[config.mk]
export PLATFORM = sky130hd
export DESIGN_NAME = counter_seq_ctrl
export DESIGN_NICKNAME = d
export VERILOG_FILES = /design/src/rtl/counter_seq_ctrl.sv
export SDC_FILE = /design/constraint.sdc
export NUM_CORES = 1
export LEC_CHECK = 0
export CAP_MARGIN = 0
export CORE_AREA = 3 3 72 74
export CTS_CLUSTER_SIZE = 16
export DETAILED_ROUTE_END_ITERATION = 8
export DIE_AREA = 0 0 75 77
export GPL_TIMING_DRIVEN = 0
export HOLD_SLACK_MARGIN = 0.02
export PLACE_DENSITY = 0.55
export SYNTH_ARGS = -nofsm -noshare
export SYNTH_HDL_FRONTEND = slang
export SYNTH_SLANG_ARGS = --single-unit
[constraint.sdc]
create_clock -name clk -period 4.34 [get_ports clk]
set_input_delay 0.868 -clock clk [delete_from_list [all_inputs] [get_ports clk]]
set_output_delay 0.868 -clock clk [all_outputs]
set_load 0.01 [all_outputs]
[src/rtl/counter_seq_ctrl.sv]
// counter_seq_ctrl: run controller for a modulo counter.
//
// A run is requested with start while IDLE. The modulus (mod_val) and the
// number of full wraps per run (wraps) are captured at that moment. dout then
// walks through 0..mod-1 once per wrap until the requested number of wraps is
// reached. After that the block spends one cycle in DONE and returns to IDLE.
// pause freezes the count (HOLD) and abort terminates the run.
//
// Optional feature: define COUNTER_SEQ_CTRL_DOWN_EN to add a dir input that
// is captured at start. With dir=1 the count starts at mod-1 and runs down to
// 0 before wrapping. Without the macro the dir port does not exist and the
// block counts up only.
module counter_seq_ctrl #(
  parameter int WIDTH = 3,
  parameter int WRAPW = 8
) (
  input  logic             clk,
  input  logic             reset,
  input  logic             start,
  input  logic             pause,
  input  logic             abort,
  input  logic [WIDTH-1:0] mod_val,
  input  logic [WRAPW-1:0] wraps,
`ifdef COUNTER_SEQ_CTRL_DOWN_EN
  input  logic             dir,
`endif
  output logic [WIDTH-1:0] dout,
  output logic [WRAPW-1:0] wrap_cnt,
  output logic             busy,
  output logic             wrap,
  output logic             done,
  output logic             err
);

  // FSM encoding
  localparam logic [1:0] S_IDLE = 2'd0;
  localparam logic [1:0] S_RUN  = 2'd1;
  localparam logic [1:0] S_HOLD = 2'd2;
  localparam logic [1:0] S_DONE = 2'd3;

  // State and run configuration captured at start
  logic [1:0]       state_q,    state_d;
  logic [WIDTH-1:0] mod_q,      mod_d;
  logic [WRAPW-1:0] wraps_q,    wraps_d;
  logic [WIDTH-1:0] dout_q,     dout_d;
  logic [WRAPW-1:0] wrap_cnt_q, wrap_cnt_d;
  logic             wrap_q,     wrap_d;
  logic             err_q,      err_d;

  // Direction of the captured run, and direction requested at start
  logic             count_down;
  logic             start_down;

`ifdef COUNTER_SEQ_CTRL_DOWN_EN
  logic             dir_q, dir_d;

  assign count_down = dir_q;
  assign start_down = dir;
`else
  assign count_down = 1'b0;
  assign start_down = 1'b0;
`endif

  // Helper terms shared by the next-state logic
  logic             start_ok;
  logic [WIDTH-1:0] start_val;
  logic [WIDTH-1:0] last_val;
  logic [WIDTH-1:0] reload_val;
  logic [WIDTH-1:0] step_val;
  logic             at_end;
  logic [WRAPW-1:0] wrap_cnt_inc;
  logic             run_complete;

  // Decode a start request, the wrap point, and the next count value
  always_comb begin
    // A modulus below 2 or a zero wrap request cannot form a run
    start_ok     = (mod_val > WIDTH'(1)) && (wraps != '0);
    start_val    = start_down ? (mod_val - WIDTH'(1)) : '0;

    // Count value that triggers a wrap, and the value the count reloads to
    last_val     = count_down ? '0 : (mod_q - WIDTH'(1));
    reload_val   = count_down ? (mod_q - WIDTH'(1)) : '0;
    step_val     = count_down ? (dout_q - WIDTH'(1)) : (dout_q + WIDTH'(1));
    at_end       = (dout_q == last_val);

    // wrap_cnt_q < wraps_q during a run, so this increment never overflows
    wrap_cnt_inc = wrap_cnt_q + WRAPW'(1);
    run_complete = (wrap_cnt_inc == wraps_q);
  end

  // Next-state and datapath update for the run FSM
  always_comb begin
    // NOTE: every signal gets a default first, so no path through the case
    // below can leave one unassigned and infer a latch.
    state_d    = state_q;
    mod_d      = mod_q;
    wraps_d    = wraps_q;
    dout_d     = dout_q;
    wrap_cnt_d = wrap_cnt_q;
    wrap_d     = 1'b0;
    err_d      = 1'b0;
`ifdef COUNTER_SEQ_CTRL_DOWN_EN
    dir_d      = dir_q;
`endif

    case (state_q)
      S_IDLE: begin
        if (start) begin
          if (start_ok) begin
            mod_d      = mod_val;
            wraps_d    = wraps;
            dout_d     = start_val;
            wrap_cnt_d = '0;
`ifdef COUNTER_SEQ_CTRL_DOWN_EN
            dir_d      = dir;
`endif
            state_d    = S_RUN;
          end else begin
            err_d = 1'b1;
          end
        end
      end

      S_RUN: begin
        // abort wins over pause, pause wins over counting
        if (abort) begin
          dout_d  = '0;
          state_d = S_IDLE;
        end else if (pause) begin
          state_d = S_HOLD;
        end else if (at_end) begin
          wrap_d     = 1'b1;
          wrap_cnt_d = wrap_cnt_inc;
          if (run_complete) begin
            dout_d  = '0;
            state_d = S_DONE;
          end else begin
            dout_d = reload_val;
          end
        end else begin
          dout_d = step_val;
        end
      end

      S_HOLD: begin
        // Leaving HOLD costs one edge with no count
        if (abort) begin
          dout_d  = '0;
          state_d = S_IDLE;
        end else if (!pause) begin
          state_d = S_RUN;
        end
      end

      S_DONE: begin
        dout_d  = '0;
        state_d = S_IDLE;
      end

      default: begin
        dout_d  = '0;
        state_d = S_IDLE;
      end
    endcase
  end

  // Register all state; reset returns to IDLE with every output low
  always_ff @(posedge clk or posedge reset) begin
    if (reset) begin
      // NOTE: the captured modulus and wrap target are reset as well. They
      // are only read in RUN/HOLD, but a known value keeps simulation free
      // of X and costs nothing on a handful of flops.
      state_q    <= S_IDLE;
      mod_q      <= '0;
      wraps_q    <= '0;
      dout_q     <= '0;
      wrap_cnt_q <= '0;
      wrap_q     <= 1'b0;
      err_q      <= 1'b0;
    end else begin
      // NOTE: non-blocking assignments so every flop samples the values
      // from before this edge, independent of statement order.
      state_q    <= state_d;
      mod_q      <= mod_d;
      wraps_q    <= wraps_d;
      dout_q     <= dout_d;
      wrap_cnt_q <= wrap_cnt_d;
      wrap_q     <= wrap_d;
      err_q      <= err_d;
    end
  end

`ifdef COUNTER_SEQ_CTRL_DOWN_EN
  // Captured count direction for the current run
  always_ff @(posedge clk or posedge reset) begin
    if (reset) begin
      dir_q <= 1'b0;
    end else begin
      dir_q <= dir_d;
    end
  end
`endif

  // Outputs come straight from flops or from a decode of the state register
  assign dout     = dout_q;
  assign wrap_cnt = wrap_cnt_q;
  assign wrap     = wrap_q;
  assign err      = err_q;
  assign busy     = (state_q == S_RUN) || (state_q == S_HOLD);
  assign done     = (state_q == S_DONE);

endmodule
# --- Word level (Yosys, flattened, before mapping) ---
# Index checks and enable logic that the tools add are counted.
totals:
  register_bits: 26
  inputBits: 16
  output_inout_bits: 15
  word_cells: 64
classes:
  addsub: 3
  magnitude_cmp: 1
  eq_ne: 15
  muxes: 29
  reduce_logical: 9
ops:
  columns: ["op", "count"]
  rows:
  - ["8-bit two-way mux", 5]
  - ["3-bit two-way mux", 6]
  - ["2-bit two-way mux", 8]
  - ["8-bit case mux with 2 select lines", 1]
  - ["2-bit inequality test (second input constant)", 6]
  - ["3-bit case mux with 4 select lines", 1]
  - ["8-bit by 1-bit adder with 8-bit output (second input constant)", 1]
  - ["8-bit equality test", 1]
  - ["4-bit inequality test (second input constant)", 2]
  - ["2-bit case mux with 4 select lines", 1]
  - ["8-bit nonzero test", 1]
  - ["1-bit two-way mux", 7]
  - ["3-bit inequality test (second input constant)", 2]
  - ["6-bit AND reduction", 1]
  - ["5-bit AND reduction", 1]
  - ["2-bit equality test (second input constant)", 2]
  - ["4-bit AND reduction", 1]
  - ["3-bit by 1-bit adder with 3-bit output (second input constant)", 1]
  - ["3-bit equality test", 1]
  - ["3-bit by 1-bit > comparator with 1-bit output (second input constant)", 1]
  - ["3-bit AND reduction", 1]
  - ["3-bit by 1-bit subtractor with 3-bit output (second input constant)", 1]
  - ["2-bit by 1-bit equality test with 1-bit output (second input constant)", 1]
  - ["2-bit logical NOT", 1]
  - ["other kinds (3)", 3]

# --- Depth between registers and ports, before layout ---
# Gate-level depths: netlist of the first run.
depth:
  depth_word: 7
  ltp_mapped: 9
  depth_no_buf: 7

# --- Worst setup path after synthesis of the first run ---
# No wires, ideal clock.
synth_path:
  path_kind: "input -> register"
  start: "in abort"
  end: "reg wrap_cnt_q[3], in the netlist wrap_cnt[3]"
  setup_ps: 82
  arrival_time_ps: 2368
  required_ps: 4258
  slack_ps: 1890
  path_stages: 6
  n_path_buf: 1
  path_cell_list: "or3b_1 or4b_1 buf_6 a21oi_4 a41oi_1 a31oi_1"
synth_between:
  elab_chain_cells: 2
synth_lines:
  columns: ["item", "line", "source"]
  rows:
  - ["start, declared", "21", "input logic abort,"]
  - ["2-bit inequality test (no line)", null, null]
  - ["6-bit AND reduction (no line)", null, null]
  - ["end signal, assigned", "187", "wrap_cnt_q <= wrap_cnt_d;"]
  - ["end, declared", "46", "logic [WRAPW-1:0] wrap_cnt_q, wrap_cnt_d;"]
# Every way passes these cells.
# A chain may end at the register's enable or synchronous reset.

# --- Worst setup path after layout of the first run ---
# Ends and elaborated chain as after synthesis.

==> impl_summary.txt, run 1 <==
----------------------------------------------------
[Min path]
  Cell depth of the worst hold path ... 1
  Startpoint of the most critical hold path ... wraps_q[6]
  Class of the most critical hold timing path ... reg2reg

[Power and ir drop]
  Leakage power figure ... around 0.83 nW
  PnR Total Power ... 0.00116 W
  Worst voltage drop across the vdd grid ... roughly 0.23 mV
  Ratio of total power to cell area ... between 500 and 600 mW/mm²

[Finish]
  Commonest cells after routing, fill and taps aside ... clkdlybuf4s50_1, dfrtp_1, inv_1
  Ratio of cells with drive above 1 in the final layout ... 10.3%
  Leading cell type in the layout, fill and taps excluded ... clkdlybuf4s50_1
  Final std cells w/o fill ... 248
  Area of all sequential standard cells ... 651 µm²
  Area added between synthesis and finish ... 27.4%
  Fill cells ... 432
  Area taken by multi-input logic gates ... 870 µm²
  N_diodes ... 0
  Number of nets in the final layout ... 219

[Setup path]
  CP cell instances ... clkdlybuf4s50_1 > or3b_1 > or4b_1 > buf_6 > a21oi_4 > a41oi_1 > a31oi_1
  Endpoint kind of the worst setup timing path ... flop
  Startpoint type of the worst setup path ... input pin
  Setup crit start ... abort
  Worst Setup Path Type ... in2reg
  Maximum fanout along the worst path ... 8
  Worst r2r src ... state_q[1]
  Worst Reg-to-Reg Cells ... 9
  Critical path's largest stage delay ... 550 ps
  Required time of the critical path ... about 4500 ps
  Critical path data arrival time ... a little over 3000 ps
  Worst path slowest cell ... or4b_1

[Detailed routing]
  Number of antenna-violating nets in the routed design ... 0
  Total wire length after detailed routing ... roughly 3.6 mm
  Average wire length per cell after detail routing ... 14.5 µm
  DRT iter0 DRCs ... 68
  Avg Vias per Cell ... about 5.4
  Count of vias placed by the detailed router ... 1348
  DRC Markers ... 0
  First-pass iteration count of the detailed router ... 4

[Logic synthesis]
  Sequential fraction of the synthesis area ... 40.6%
  Netlist cell types ... 45
  EDFF count, synth ... 0
  Fraction of registers with async set/reset ... between 90% and 100%
  Mapped Nets ... 184
  Post-synthesis average cell area ... 10.0 µm²
  Synth top area cells ... dfrtp_1, mux2_2, ha_1
  Most instantiated flip-flop cell in the synthesis netlist ... dfrtp_1
  Synthesized flop and latch total ... 26
  Area of the mapped netlist ... 0.00160 mm²
  Gate count of the mapped netlist ... 160
  Synth warnings ... 0
  Portion of synthesized cell area occupied by the leading cell type ... 40.6%
  Most area-hungry cell type in the Yosys netlist ... dfrtp_1

[Place]
  Global placer's final weighted congestion ... 0.804
  Minimum setup slack after placement ... 1150 ps
  Count of port buffers added during placement ... 30
  Number of placed cells counting well taps ... ~240
  Half-perimeter wire length after detailed placement ... 2.83 mm

[STA]
  Portion of the clock cycle consumed by the worst path in the final layout ... 66.9%
  Upper clock frequency limit ... 344 MHz
  Worst clock skew ... roughly 4.9 ps
  Total count of max-transition violations in the final report ... 0
  Unrepaired setup endpoints after global routing ... false
  Sum Neg Setup Slack ... 0 ps
  Max_slew headroom ... roughly a third
  Min Clock Period, post-route ... 2900 ps
  Final Hold Violating Endpoints ... 0
  Slew @ Worst Pin ... 1020 ps
  Setup violators final ... 0
  Setup slack after layout ... 1440 ps

[Clock network]
  H-tree levels ... 1
  CTS resizes ... 0
  Cell at the root of the clock tree ... clkbuf_8
  Post CTS Setup Buffer Count ... 0
  Skew-Pair Late Insertion Delay ... 280 ps
  TritonCTS clock tree ... done
  CTS buffer count ... 3
  Clock Sink Count ... 26
  Clock transition time at the flip-flop clock pins of the worst setup and hold paths ... 100 ps
  Largest buffer count on any clock path ... 2
  Hold_buf cts ... 0

[GRT]
  Largest net degree at the start of global routing ... 27
  Combined global-route utilization of all metal layers ... ~13%
  First-pass GRT wire length ... approximately 6.2 mm
  Antenna violations before repair ... 0
  Number of global-route vias before repair ... 1295
  Remaining Overflow, GRT ... 0

[Floorplanning]
  Initial standard-cell utilization of the core ... 34.4%
  Die Ht ... between 70 and 80 µm
  Core ar. ... 0.00466 mm²
  IO Pins ... 31
  Width of the die ... 75 µm
  Die Footprint ... 0.00578 mm²
  Row count ... 25

[Job]
  Max Cap Violations ... 0

[Status]
  Outcome ... completed

----------------------------------------------------
Yosys cell counts, types with 2 or more instances:
cell	number
nand4_1	3
dfrtp_1	26
inv_1	11
nand3_1	5
o22ai_1	2
nor2_1	10
xnor2_1	9
nor3_1	2
clkbuf_1	3
and2_1	2
mux2_2	9
o31ai_1	2
a41oi_1	2
a211oi_1	3
o21ai_0	8
ha_1	8
a31oi_1	6
or4_1	2
or3_1	2
nand2_1	7
buf_2	2
a21oi_1	8
a21o_1	2
a221oi_1	2
xor2_1	4
where the power goes:
part	internal, W	switching, W	total, W
Clock	0.000124	0.0000811	0.000205
Sequential	0.000320	0.0000720	0.000392
Combinational	0.000287	0.000273	0.000559
registers in the layout, summed over array words and instances, names as in the netlist:
name / cells
wrap: 1
mod_q: 3
wrap_cnt: 8
state_q: 2
dout: 3
err: 1
wraps_q: 8
worst paths after layout:
kind	endpoint	slack, ps
setup / recovery	wrap_cnt[3]	1440
hold / removal	wraps_q[6]	540
setup reg to reg	wrap_cnt[3]	1700
hold reg to reg	wraps_q[6]	540
max in group asynchronous	wraps_q[1]	2590
min in group asynchronous	mod_q[1]	1130
routing by layer:
metal | vias up | GRT usage, % | wire, µm
met5 | - | 0 | 0
met4 | 0 | 3.74 | 36
met3 | 4 | 2.10 | 168
met2 | 42 | 21.4 | 1710
met1 | 643 | 18.5 | 1670
li1 | 659 | - | -
final cells by class:
type	count	share of cell area [%]
clock inverter	1	1.47
multi-input combinational	116	42.6
inverter	11	2.02
tap	54	3.31
sequential	26	31.9
timing repair buffer	30	14.7
clock buffer	3	2.02
buffer	7	1.96
critical path: cells and delay by family:
| family | cells | cell delay [ps] |
|---|---|---|
| compound gates | 3 | 560 |
| buf+inv | 2 | 670 |
| simple gates | 2 | 1000 |
per-stage QoR:
step | utilization (%) | hold slack [ps] | cell area (µm²)
after floorplan | - | 501 | 1600
after global placement | 42.3 | 521 | 1970
after detailed placement | 42.3 | 521 | 1970
after CTS | 43.8 | 544 | 2040
after global routing | 43.8 | 568 | 2040
final | 43.8 | 543 | 2040
cell families after synthesis:
group	count (synthesis)	share of synthesized area (%)
xor gates and xnor gates	14	8.52
adders and majority gates	8	6.25
DFF	26	40.6
muxes	10	6.95
and+or+nand+nor	38	12.3
buffers and inverters	18	5.08
AOI/OAI and AO/OA	46	20.2
No activity file was read; power rests on OpenSTA's default activity.
==> inputs of run 2 (changes only) <==
clock period = 2.7 ns   (was 4.34 ns; I/O delays follow)
==> run 2 against run 1 <==
Die area did not move. Utilization rose by 0.72 points. Combinational power rose by 65%. First-iteration DRC count rose by 13%. Critical endpoint is now wrap_cnt[7].
==> impl_summary.txt, run 2 (synthesized netlist as in run 1, its figures left out) <==
----------------------------------------------------
[Detailed routing]
  DRT iter0 DRCs ... 77 (+13%)
  Avg Vias per Cell ... 5.44 (+0.12%)
  Met2 layer wire length in the routed design ... 1.75 mm (+2.5%)
  Total wire length after detailed routing ... 3.66 mm (+2.0%)
  Post-route met1 wirelength ... 1.70 mm (+1.7%)
  Count of vias placed by the detailed router ... 1366 (+1.3%)
  Number of antenna-violating nets in the routed design ... 0 (unchanged)
  First-pass iteration count of the detailed router ... 4 (unchanged)
  Top layer used by detailed routing ... met4
  Average wire length per cell after detail routing ... 14.6 µm (+0.76%)
  DRC Markers ... 0 (unchanged)
  Routed length on met3 ... 169 µm (+0.60%)

[Floorplanning]
  Die Ht ... 77 µm (unchanged)
  Width of the die ... 75 µm (unchanged)
  Initial standard-cell utilization of the core ... 34.4% (unchanged)
  Die Footprint ... 0.00578 mm² (unchanged)
  Row count ... 25 (unchanged)
  IO Pins ... 31 (unchanged)
  Core ar. ... 0.00466 mm² (unchanged)

[Place]
  Half-perimeter wire length after detailed placement ... 2.83 mm (unchanged)
  Number of placed cells counting well taps ... 244 (unchanged)
  Count of port buffers added during placement ... 30 (unchanged)
  Global placer's final weighted congestion ... 0.804 (unchanged)

[Setup path]
  Critical path data arrival time ... 2770 ps (-330 ps)
  Reg-to-reg slack, setup ... 130 ps (-1570 ps)
  Maximum fanout along the worst path ... 9 (+1)
  CP cell instances ... inv_2 > ha_1 > buf_4 > or3b_1 > or4b_1 > buf_6 > a21oi_4 > buf_4 > a21oi_1 > a31oi_1
  Endpoint kind of the worst setup timing path ... flop
  Required time of the critical path ... 2900 ps (-1630 ps)
  Worst Setup Path Type ... reg2reg
  Critical path's most frequent cell ... buf_4
  Critical path's largest stage delay ... 550 ps (about the same)
  Worst path slowest cell ... or4b_1
  Startpoint type of the worst setup path ... flop

[Finish]
  Commonest cells after routing, fill and taps aside ... clkdlybuf4s50_1, dfrtp_1, inv_1, nor2_1
  Area added between synthesis and finish ... 29.5%
  Area taken by multi-input logic gates ... 878 µm² (+1.0%)
  Area of all sequential standard cells ... 652 µm² (+0.19%)
  Fill cells ... 431 (-0.23%)
  N_diodes ... 0 (unchanged)
  Leading cell type in the layout, fill and taps excluded ... clkdlybuf4s50_1
  Number of nets in the final layout ... 222 (+1.4%)
  Ratio of cells with drive above 1 in the final layout ... 13.2% (+2.9 points)
  Final std cells w/o fill ... 251 (+1.2%)

[Clock network]
  Cell at the root of the clock tree ... clkbuf_8
  Clock transition time at the flip-flop clock pins of the worst setup and hold paths ... 100 ps (about the same)
  Skew-Pair Late Insertion Delay ... 280 ps (about the same)
  Hold_buf cts ... 0 (unchanged)
  TritonCTS clock tree ... done
  CTS buffer count ... 3 (unchanged)
  Clock Sink Count ... 26 (unchanged)
  Largest buffer count on any clock path ... 2 (unchanged)
  H-tree levels ... 1 (unchanged)

[Power and ir drop]
  Worst voltage drop across the vdd grid ... 0.351 mV (+54%)
  Ratio of total power to cell area ... 909 mW/mm² (+60%)
  Leakage power figure ... 0.851 nW (+2.1%)

[Min path]
  Class of the most critical hold timing path ... reg2reg

[GRT]
  Largest net degree at the start of global routing ... 27 (unchanged)
  Remaining Overflow, GRT ... 0 (unchanged)
  Number of global-route vias before repair ... 1295 (unchanged)
  Antenna violations before repair ... 0 (unchanged)
  Combined global-route utilization of all metal layers ... 13.4% (unchanged)
  First-pass GRT wire length ... 6.15 mm (unchanged)

[STA]
  Upper clock frequency limit ... 389 MHz
  Final Hold Violating Endpoints ... 0 (unchanged)
  Max_slew headroom ... 32.8% (+1.1 points)
  Portion of the clock cycle consumed by the worst path in the final layout ... a little over nine tenths
  Total count of max-transition violations in the final report ... 0 (unchanged)
  Worst clock skew ... 7.41 ps (+2.56 ps)
  Sum Neg Setup Slack ... 0 ps (unchanged)
  Setup violators final ... 0 (unchanged)
  Min Clock Period, post-route ... 2570 ps
  Slew @ Worst Pin ... 1010 ps (-16.3 ps)

[Status]
  Outcome ... completed

[Job]
  Max Cap Violations ... 0 (unchanged)

----------------------------------------------------
==> run 2: power by group <==
part / leakage [nW] / total [W] / internal [W] / switching (W)
clock network: 0.0357 / 0.000332 / 0.000199 / 0.000133
logic: 0.485 / 0.000920 / 0.000471 / 0.000449
registers: 0.330 / 0.000633 / 0.000516 / 0.000118
==> run 2: timing repair <==
item | in CTS | in global routing
gates resized for setup | 0 | 6
hold endpoints to repair | 0 | 0
buffers inserted | 0 | 3
endpoints found under the setup margin | 0 | 7
==> run 2: per-layer routing <==
layer	up-vias	track usage (%)
met5	-	0
met4	0	3.74
met3	4	2.10
met2	44	21.4
met1	654	18.5
li1	664	-
==> run 2: final cells by class <==
type / instances / area share [%]
Clock inverter: 1 / 1.45
Tap cell: 54 / 3.26
Buffer: 7 / 1.99
Clock buffer: 3 / 1.99
Sequential cell: 26 / 31.4
Inverter: 11 / 1.99
Multi-Input combinational cell: 116 / 42.3
Timing Repair Buffer: 33 / 15.6
==> run 2: metrics by stage <==
| step | hold slack (ps) | util [%] | setup WS (ps) | area, µm² | power (W) |
|---|---|---|---|---|---|
| 5_1_grt | 568 | 44.5 | -6.72 | 2070 | 0.00204 |
| 3_5_place_dp | 521 | 42.3 | -162 | 1970 | 0.00154 |
| 4_1_cts | 544 | 43.8 | 65.3 | 2040 | 0.00188 |
| 6_report | 543 | 44.5 | 131 | 2070 | 0.00189 |
| 3_3_place_gp | 521 | 42.3 | -162 | 1970 | 0.00152 |
| 2_1_floorplan | 501 | - | 377 | 1600 | 0.00128 |
==> run 2: worst max-delay path: cells and delay by family, from the launching register on <==
family	cells	cell delay, ps
flip-flops	1	440
AND/OR/NAND/NOR	2	940
adder cells (fa/ha/maj)	1	160
buffers and inverters	4	590
AO/OA/AOI/OAI	3	380
==> run 2: final timing paths <==
check / startpoint / endpoint / cells after the start
worst max-delay path: state_q[1] / wrap_cnt[7] / 10
worst min-delay path: wraps_q[6] / wraps_q[6] / 1
worst max register to register: state_q[1] / wrap_cnt[7] / 10
worst min register to register: wraps_q[6] / wraps_q[6] / 1
max in group asynchronous: reset / wrap_cnt[0] / 2
min in group asynchronous: reset / wraps_q[0] / 2
